## config.mk

```make
export PLATFORM = sky130hd
export DESIGN_NAME = display_mux_scheduler
export DESIGN_NICKNAME = d
export VERILOG_FILES = /design/src/rtl/display_mux_scheduler.sv
export SDC_FILE = /design/constraint.sdc
export NUM_CORES = 1
export LEC_CHECK = 0
export ABC_AREA = 0
export BUFFER_PORTS_ARGS = -buffer_cell sky130_fd_sc_hd__clkbuf_2
export CORE_UTILIZATION = 45
export DETAILED_ROUTE_END_ITERATION = 12
export GPL_ROUTABILITY_DRIVEN = 0
export MAX_ROUTING_LAYER = met4
export PLACE_DENSITY_LB_ADDON = 0.3
export SETUP_SLACK_MARGIN = 0.3
export SYNTH_ARGS = -nofsm -noshare
export SYNTH_HDL_FRONTEND = slang
export SYNTH_SLANG_ARGS = --single-unit
```

## constraint.sdc

```tcl
create_clock -name clk -period 2.95 [get_ports clk]
set_input_delay 0.295 -clock clk [delete_from_list [all_inputs] [get_ports clk]]
set_output_delay 0.295 -clock clk [all_outputs]
set_load 0.02 [all_outputs]
```

## src/rtl/display_mux_scheduler.sv

```systemverilog
`default_nettype none
// +--------------------------------------------------------------------------+
// | display_mux_scheduler                                                    |
// | Shares the 4-digit seven-segment display between alert, game and idle    |
// | sources; the winner is switched only at frame boundaries.                |
// | Revision: 1.0                                                            |
// +--------------------------------------------------------------------------+
module display_mux_scheduler #(
   parameter int SCAN_DIV   = 100000,
   parameter int HOLD_BEATS = 4,
   parameter int CODE_BITS  = 5
) (
   input  logic                   clk,
   input  logic                   rst,
   input  logic                   metronome_clk,
   input  logic                   game_en,
   input  logic [4*CODE_BITS-1:0] game_digits,
   input  logic                   alert_req,
   input  logic [4*CODE_BITS-1:0] alert_digits,
   input  logic [4*CODE_BITS-1:0] idle_digits,
   output logic                   alert_busy,
   output logic [1:0]             grant,
   output logic [6:0]             seg,
   output logic [3:0]             an
);

   localparam int DIV_W  = (SCAN_DIV > 1) ? $clog2(SCAN_DIV) : 1;
   localparam int HOLD_W = $clog2(HOLD_BEATS + 1);

   localparam logic [DIV_W-1:0]  DIV_LAST  = DIV_W'(SCAN_DIV - 1);
   localparam logic [HOLD_W-1:0] HOLD_LOAD = HOLD_W'(HOLD_BEATS);
   localparam logic [HOLD_W-1:0] HOLD_ONE  = HOLD_W'(1);

   // Active-low segment patterns, bit order {g,f,e,d,c,b,a}; these mirror
   // the shared SEG_* glyph constants of the DDR definitions.
   localparam logic [6:0] SEG_ZERO             = 7'b1000000;
   localparam logic [6:0] SEG_ONE              = 7'b1111001;
   localparam logic [6:0] SEG_TWO              = 7'b0100100;
   localparam logic [6:0] SEG_THREE            = 7'b0110000;
   localparam logic [6:0] SEG_FOUR             = 7'b0011001;
   localparam logic [6:0] SEG_FIVE             = 7'b0010010;
   localparam logic [6:0] SEG_SIX              = 7'b0000010;
   localparam logic [6:0] SEG_SEVEN            = 7'b1111000;
   localparam logic [6:0] SEG_EIGHT            = 7'b0000000;
   localparam logic [6:0] SEG_NINE             = 7'b0010000;
   localparam logic [6:0] SEG_ARROW_UP         = 7'b1011100;
   localparam logic [6:0] SEG_ARROW_DOWN       = 7'b1100011;
   localparam logic [6:0] SEG_ARROW_LEFT       = 7'b1001110;
   localparam logic [6:0] SEG_ARROW_RIGHT      = 7'b1110100;
   localparam logic [6:0] SEG_ARROW_UP_DOWN    = 7'b1110110;
   localparam logic [6:0] SEG_ARROW_UP_LEFT    = 7'b1011110;
   localparam logic [6:0] SEG_ARROW_UP_RIGHT   = 7'b1111100;
   localparam logic [6:0] SEG_ARROW_DOWN_LEFT  = 7'b1001111;
   localparam logic [6:0] SEG_ARROW_DOWN_RIGHT = 7'b1100111;
   localparam logic [6:0] SEG_ARROW_LEFT_RIGHT = 7'b0111111;
   localparam logic [6:0] SEG_ARROW_NONE       = 7'b0110110;
   localparam logic [6:0] SEG_BLANK            = 7'b1111111;

   typedef enum logic [1:0] {
      GRANT_IDLE  = 2'd0,
      GRANT_GAME  = 2'd1,
      GRANT_ALERT = 2'd2
   } grant_t;

   function automatic logic [6:0] encode(input logic [CODE_BITS-1:0] code);
      logic [6:0] pattern;
      case (code)
         5'd0:    pattern = SEG_ZERO;
         5'd1:    pattern = SEG_ONE;
         5'd2:    pattern = SEG_TWO;
         5'd3:    pattern = SEG_THREE;
         5'd4:    pattern = SEG_FOUR;
         5'd5:    pattern = SEG_FIVE;
         5'd6:    pattern = SEG_SIX;
         5'd7:    pattern = SEG_SEVEN;
         5'd8:    pattern = SEG_EIGHT;
         5'd9:    pattern = SEG_NINE;
         5'd10:   pattern = SEG_ARROW_UP;
         5'd11:   pattern = SEG_ARROW_DOWN;
         5'd12:   pattern = SEG_ARROW_LEFT;
         5'd13:   pattern = SEG_ARROW_RIGHT;
         5'd14:   pattern = SEG_ARROW_UP_DOWN;
         5'd15:   pattern = SEG_ARROW_UP_LEFT;
         5'd16:   pattern = SEG_ARROW_UP_RIGHT;
         5'd17:   pattern = SEG_ARROW_DOWN_LEFT;
         5'd18:   pattern = SEG_ARROW_DOWN_RIGHT;
         5'd19:   pattern = SEG_ARROW_LEFT_RIGHT;
         5'd20:   pattern = SEG_ARROW_NONE;
         default: pattern = SEG_BLANK;
      endcase
      return pattern;
   endfunction

   // Metronome synchronizer and history
   logic s1_q, s1_d, s2_q, s2_d, s3_q, s3_d;
   logic beat;

   // Alert hold
   logic [4*CODE_BITS-1:0] alert_buf_q, alert_buf_d;
   logic [HOLD_W-1:0]      hold_cnt_q, hold_cnt_d;
   logic                   alert_busy_q, alert_busy_d;

   // Scan and frame
   logic [DIV_W-1:0]            div_q, div_d;
   logic [1:0]                  scan_idx_q, scan_idx_d;
   logic [3:0][CODE_BITS-1:0]   frame_q, frame_d;
   grant_t                      grant_q, grant_d;
   logic [6:0]                  seg_q, seg_d;
   logic [3:0]                  an_q, an_d;

   logic [4*CODE_BITS-1:0] win_digits;
   grant_t                 win_grant;
   logic                   div_last;
   logic                   frame_end;

   always_comb begin
      s1_d = metronome_clk;
      s2_d = s1_q;
      s3_d = s2_q;
      beat = s2_q & ~s3_q;
   end

   // A new request always wins over a simultaneous beat and restarts the hold.
   always_comb begin
      alert_buf_d  = alert_buf_q;
      hold_cnt_d   = hold_cnt_q;
      alert_busy_d = alert_busy_q;
      if (alert_req) begin
         alert_buf_d  = alert_digits;
         hold_cnt_d   = HOLD_LOAD;
         alert_busy_d = 1'b1;
      end else if (beat && alert_busy_q) begin
         hold_cnt_d = hold_cnt_q - HOLD_ONE;
         if (hold_cnt_q == HOLD_ONE) begin
            alert_busy_d = 1'b0;
         end
      end
   end

   always_comb begin
      win_digits = idle_digits;
      win_grant  = GRANT_IDLE;
      if (alert_busy_q) begin
         win_digits = alert_buf_q;
         win_grant  = GRANT_ALERT;
      end else if (game_en) begin
         win_digits = game_digits;
         win_grant  = GRANT_GAME;
      end
   end

   always_comb begin
      div_last   = (div_q == DIV_LAST);
      frame_end  = div_last && (scan_idx_q == 2'd3);
      div_d      = div_last ? '0 : div_q + DIV_W'(1);
      scan_idx_d = div_last ? scan_idx_q + 2'd1 : scan_idx_q;
      frame_d    = frame_q;
      grant_d    = grant_q;
      if (frame_end) begin
         frame_d = win_digits;
         grant_d = win_grant;
      end
   end

   // Pin drivers lag scan_idx by one clock so they come straight off flops.
   always_comb begin
      an_d = 4'b1111;
      case (scan_idx_q)
         2'd0:    an_d = 4'b0111;
         2'd1:    an_d = 4'b1011;
         2'd2:    an_d = 4'b1101;
         default: an_d = 4'b1110;
      endcase
      seg_d = encode(frame_q[scan_idx_q]);
   end

   always_ff @(posedge clk or posedge rst) begin
      if (rst) begin
         s1_q         <= 1'b0;
         s2_q         <= 1'b0;
         s3_q         <= 1'b0;
         alert_buf_q  <= '0;
         hold_cnt_q   <= '0;
         alert_busy_q <= 1'b0;
         div_q        <= '0;
         scan_idx_q   <= 2'd0;
         frame_q      <= '1;
         grant_q      <= GRANT_IDLE;
         seg_q        <= SEG_BLANK;
         an_q         <= 4'b1111;
      end else begin
         s1_q         <= s1_d;
         s2_q         <= s2_d;
         s3_q         <= s3_d;
         alert_buf_q  <= alert_buf_d;
         hold_cnt_q   <= hold_cnt_d;
         alert_busy_q <= alert_busy_d;
         div_q        <= div_d;
         scan_idx_q   <= scan_idx_d;
         frame_q      <= frame_d;
         grant_q      <= grant_d;
         seg_q        <= seg_d;
         an_q         <= an_d;
      end
   end

   assign alert_busy = alert_busy_q;
   assign grant      = grant_q;
   assign seg        = seg_q;
   assign an         = an_q;

endmodule
`default_nettype wire
```

==> impl_metrics.yaml, run 1 <==
place:
  portBuffers: 78
  place_area_sq_um: 4530
  hpwl_um: 5710
  placedCellCount: 514
power_and_ir_drop:
  vdd_drop_max_mv: 0.297
  power_density_nw_per_um2: 452
  leakage_nw: 2.15
logic_synthesis:
  async_flop_share_pct: 100
  syn_area_per_cell_sq_um: 11.9
  synth_area_sq_um: 4040
  yosysSeqAreaShare_pct: 49.9
  syn_inst: 341
  ys_ff_latch: 79
  ys_types: 47
  synth_edf_count: 0
  ys.flop_type: "dfrtp_1"
  syn-num-nets: 421
  ys_warn_count: 0
cts:
  root_buffer: "clkbuf_8"
  cts_resized: 0
  clockBufferDepth: 2
  htreeDepth: 3
  cts_buffers: 9
  cts_tree: "yes"
  cts.reportedPaths.clkPinSlew_ps: 90
  cts_setup_buffers: 0
  clock-sinks: 79
  hold_buffers: 1
  clk_latency_ps: 370
timing:
  period_minus_slack_ps: 2170
  clock_skew_ps: 14.1
  rsz0062_at_grt: "false"
  final_max_slew_viol_count: 0
  max_clock_freq_mhz: 460
  hold_viol: 0
  slew_headroom_pct: 55.4
  tightest_slew_ps: 668
  tns_ps: 0
  period_share_pct: 73.7
  finalSetupViolCount: 0
cells_and_area:
  final_cell_area_sq_um: 4740
  syn_to_final_growth_pct: 17.4
  drive_gt1_share_pct: 39.5
  multi_input_area_sq_um: 1880
  seqCellArea_sq_um: 2020
  fin_util_pct: 54.4
  nets: 498
  fillers: 766
  final_common_cell: "clkbuf_2"
  final_cell_mix: "clkbuf_2 (78), dfrtp_1 (48), dfstp_2 (31)"
  diodes: 0
  stdcell_count: 531
setup_path:
  worstSetupEndpointType: "flip-flop"
  critPathBufInv: 2
  cp_cell_sequence: "mux4_2 -> inv_1 -> ha_1 -> inv_1 -> or3_1 -> o221ai_1 -> a32oi_1"
  worstSetupPathType: "reg -> reg"
  crit_arrival_ps: 2460
  cpMostUsedCell: "inv_1"
  cp_top_family: "multiplexers"
  cp_max_fo: 8
  crit_path_top_delay_cell: "mux4_2"
  crit_path_start_kind: "flip-flop"
  crit_required_ps: 3230
  slowest_delay_ps: 620
global_routing:
  grt_pass1_vias: 2798
  grt-ovfl-total: 0
  grt.total_usage_pct: 18.8
  grt_max_degree: 80
  grt_pass1_wl_um: 13600
  antenna_found_initial: 0
floorplan:
  placementRows: 34
  io_pins: 79
  die_w_um: 96.8
  initial_core_util_pct: 46.3
  die_y_um: 96.8
  core_area_sq_um: 8720
  fp.dieArea_sq_um: 9360
route:
  drt-wirelength-per-cell_um: 14.8
  drt-total-wl_um: 7850
  drc: 0
  vias: 2750
  drt_iter0_drc: 147
  routed_via_density: 5.18
  dr.pass1.iters: 4
  antenna_left: 0
run:
  maxCapViolations: 0
run_status:
  outcome: "complete, no violations"
worst_hold_path:
  hold_path.class: "in -> reg"
==> state kept, by name, summed over array words and instances (netlist names) <==
| signal | flops |
|---|---|
| alert_buf_q | 20 |
| frame_q | 20 |
| div_q | 17 |
| seg | 7 |
| an | 4 |
| hold_cnt_q | 3 |
| grant | 2 |
| scan_idx_q | 2 |
| alert_busy | 1 |
| s1_q | 1 |
| s2_q | 1 |
| s3_q | 1 |
==> synthesized netlist by cell type (all sizes together), types with 2 or more instances <==
master / n / area share, %
a21o: 2 / 0.37
dfrtp: 48 / 30
xnor2: 10 / 2.2
a21oi: 4 / 0.50
or3: 2 / 0.31
ha: 15 / 4.6
and2: 3 / 0.50
or4b: 2 / 0.59
o21ai: 26 / 3.2
mux2: 43 / 12
clkbuf: 11 / 1.0
dfstp: 31 / 20
nand2: 30 / 2.8
mux2i: 28 / 6.9
nand2b: 3 / 0.46
nand3b: 2 / 0.37
nor2b: 5 / 0.77
o22ai: 2 / 0.31
inv: 15 / 1.4
nor2: 12 / 1.1
mux4: 5 / 2.8
xor2: 7 / 1.5
nand3: 11 / 1.5
buf: 7 / 1.1
and4: 3 / 0.68
==> report_power, final <==
part	switching [mW]	internal, mW	total (mW)
logic	0.0816	0.0907	0.172
clock network	0.439	0.399	0.838
registers	0.0175	1.12	1.14
total	0.538	1.61	2.15
==> cells by family after synthesis <==
kind of cell | share of synthesized area (%)
simple gates | 10.4
flops | 49.9
mux | 21.9
compound gates | 6.01
buf+inv | 3.53
xor+xnor | 3.68
fa+ha+maj | 4.64
==> per-layer routing <==
| layer | track usage [%] | up-vias | routed length, um | part of all wire, % |
|---|---|---|---|---|
| met2 | 27.5 | 66 | 3640 | 46 |
| met4 | 6.89 | 0 | 120 | 1.5 |
| met1 | 26.3 | 1330 | 3770 | 48 |
| met5 | - | - | 0 | 0 |
| met3 | 3.61 | 12 | 309 | 3.9 |
| li1 | - | 1342 | - | - |
==> area by class of cell <==
| cell class | instances | share of cell area (%) |
|---|---|---|
| inverter | 15 | 1.19 |
| clock inverter | 7 | 1.66 |
| clock buffer | 9 | 2.61 |
| timing repair buffer | 84 | 9.50 |
| multi-input combinational | 229 | 39.7 |
| tap | 108 | 2.85 |
| sequential | 79 | 42.5 |
==> worst paths after layout <==
check / start / endpoint / slack, ps / depth (start not counted)
min in group asynchronous: rst / alert_buf_q[9] / 530 / 4
worst max register to register: scan_idx_q[0] / seg[5] / 780 / 7
worst max-delay path: scan_idx_q[0] / seg[5] / 780 / 7
worst min register to register: s1_q / s2_q / 360 / 0
worst min-delay path: metronome_clk / s1_q / 30 / 1
max in group asynchronous: rst / frame_q[0] / 2050 / 4
==> metrics by stage <==
step	hold slack [ps]	power, mW	setup slack, ps
floorplan	326	1.26	683
global placement	332	1.32	921
detailed placement	336	1.33	803
CTS	8.52	2.17	793
global route	6.46	2.24	610
finish	25.4	2.15	776
No activity file was read; power rests on OpenSTA's default activity.
==> run 2: changes to the inputs <==
clock period = 1.9 ns   (was 2.95 ns; I/O delays follow)
==> run 2 against run 1 <==
  * Power grew 62%
  * Die area is the same
  * The flow now finishes with violations (setup timing)
  * Worst hold slack gained 35 ps
  * Global-route usage grew 0.086 points
  * Flip-flop and latch count is the same
  * Critical path depth shrank 2
  * Highest routed layer unchanged
  * Non-clock buffer count grew 26
  * Sequential share of layout area shrank 3.8 points
==> impl_metrics.yaml, run 2 (synthesis results as in run 1) <==
run_status:
  outcome: "finished, violations left"
  violations: "setup timing"
worst_hold_path:
  hold_path.class: "in -> reg"
  whs_path_depth: 2
  hold_start: "alert_digits[17]"
  whs_endpoint: "alert_buf_q[17]"
place:
  portBuffers: 78
  hpwl_um: 5900
  placedCellCount: 530
power_and_ir_drop:
  vdd_drop_max_mv: 0.371
  switchingPower_uw: 778
  p_clk_share_pct: 41.3
  internal_power_mw: 2.70
  p_seq_share_pct: 50.8
  p_sw_share_pct: 22.4
  p_comb_share_pct: 7.9
  power_density_nw_per_um2: 666
  leakage_nw: 2.46
floorplan:
  io_pins: 79
  placementRows: 34
  initial_core_util_pct: 46.3
  fp.dieArea_sq_um: 9360
  die_w_um: 96.8
  core_area_sq_um: 8720
  die_y_um: 96.8
route:
  dr.pass1.iters: 4
  antenna_left: 0
  vias: 2858
  drt-wirelength-per-cell_um: 14.6
  drt-total-wl_um: 8170
  drt_iter0_drc: 90
  routed_via_density: 5.12
  drc: 0
global_routing:
  grt.total_usage_pct: 18.9
  grt_pass1_vias: 3004
  grt_pass1_wl_um: 13800
  grt-ovfl-total: 0
  grt_max_degree: 80
  antenna_found_initial: 0
cells_and_area:
  diodes: 0
  multi_input_area_sq_um: 2060
  stdcell_count: 558
  seqCellArea_sq_um: 2020
  syn_to_final_growth_pct: 29.1
  fillers: 689
  final_cell_mix: "clkbuf_2 (78), dfrtp_1 (47), dfstp_2 (31)"
  drive_gt1_share_pct: 52.2
  nets: 525
  reg_top3: "alert_buf_q (20), frame_q (20), div_q (17)"
  final_common_cell: "clkbuf_2"
setup_path:
  crit_path_top_delay_cell: "or4b_4"
  critPathBufInv: 1
  crit_path_start_kind: "flip-flop"
  slowest_delay_ps: 550
  cp_top_family: "simple AND/OR/NAND/NOR gates"
  cp_max_fo: 22
  r2r_cells: 5
  cp_cell_sequence: "or4b_4 -> nor4_4 -> nand3_2 -> buf_12 -> mux2_4"
  r2r_start: "div_q[12]"
  worstSetupPathType: "reg -> reg"
  crit_required_ps: 2130
  r2r-end: "grant[1]"
  rrSetupSlack_ps: -60
  cp.depth: 5
  worstSetupEndpointType: "flip-flop"
  crit_arrival_ps: 2190
timing:
  max_clock_freq_mhz: 511
  rsz0062_at_grt: "true"
  tightest_slew_ps: 651
  finalSetupViolCount: 19
  clock_skew_ps: 12.3
  slew_headroom_pct: 56.6
  hold_viol: 0
  tns_ps: -260
  final_max_slew_viol_count: 0
  setup_ws_ps: -57.7
  period_share_pct: 103
  period_minus_slack_ps: 1960
cts:
  clk_latency_ps: 350
  root_buffer: "clkbuf_8"
  cts_buffers: 9
  clock-sinks: 79
  cts.reportedPaths.clkPinSlew_ps: 90
  clockBufferDepth: 2
  htreeDepth: 3
  cts_tree: "yes"
run:
  maxCapViolations: 0
run 2: cell types whose count changed in the layout (fill, tap and decap cells not counted), moves of 4 or more:
cell     delta
inv_1       -4
buf_4      +15
ha_1        -5
mux2_4     +17
buf_6       +8
o21ai_0     -4
nor2_1      -6
nor2_2      +5
mux2_1     -17
run 2: worst max-delay path by stage:
| stage | slack (ps) | start | end |
|---|---|---|---|
| floorplan | -40 | scan_idx_q[0] | seg[5] |
| global placement | -10 | div_q[12] | grant[1] |
| detailed placement | -90 | scan_idx_q[0] | seg[0] |
| CTS | -40 | div_q[5] | grant[1] |
| global route | -130 | scan_idx_q[0] | seg[5] |
| finish | -60 | div_q[12] | grant[1] |
run 2: metal layers:
metal	global-route usage (%)	share of wire [%]	vias up
met5	-	0	-
met2	29.6	47	78
li1	-	-	1396
met4	7.23	1.9	0
met3	3.61	4.2	17
met1	24.4	47	1367
run 2: metrics by stage:
stage / setup slack [ps] / power [mW] / utilization [%] / hold slack [ps] / cell area (sq um)
after detailed placement: -85.9 / 2.07 / 54.7 / 300 / 4770
after CTS: -44.7 / 3.52 / 59.0 / 50.4 / 5150
after floorplan: -38.8 / 1.95 / - / 221 / 4150
final: -57.7 / 3.47 / 59.8 / 60.6 / 5220
after global placement: -14.2 / 2.06 / 54.7 / 298 / 4770
after global routing: -127 / 3.61 / 59.8 / 58.4 / 5220
run 2: power groups by stage:
stage          registers [mW]  clock network [mW]  logic (mW)
2_1_floorplan            1.79                   0       0.166
3_3_place_gp             1.79                   0       0.270
3_5_place_dp             1.80                   0       0.279
4_1_cts                  1.76                1.47       0.282
5_1_grt                  1.77                1.53       0.311
6_report                 1.76                1.43       0.276
run 2: cell type report:
class | count | area share (%)
multi-input combinational | 230 | 39.6
clock buffer | 12 | 2.97
tap | 108 | 2.59
inverter | 15 | 1.25
timing repair buffer | 110 | 13.5
sequential | 79 | 38.7
clock inverter | 4 | 1.46
run 2: what timing repair did:
action,in CTS,in global routing
endpoints found under the hold margin,49,0
gates cloned,1,0
hold buffers,2,0
setup endpoints to repair,40,40
buffers inserted,5,4
pin swaps,13,5
gates resized for setup,25,12
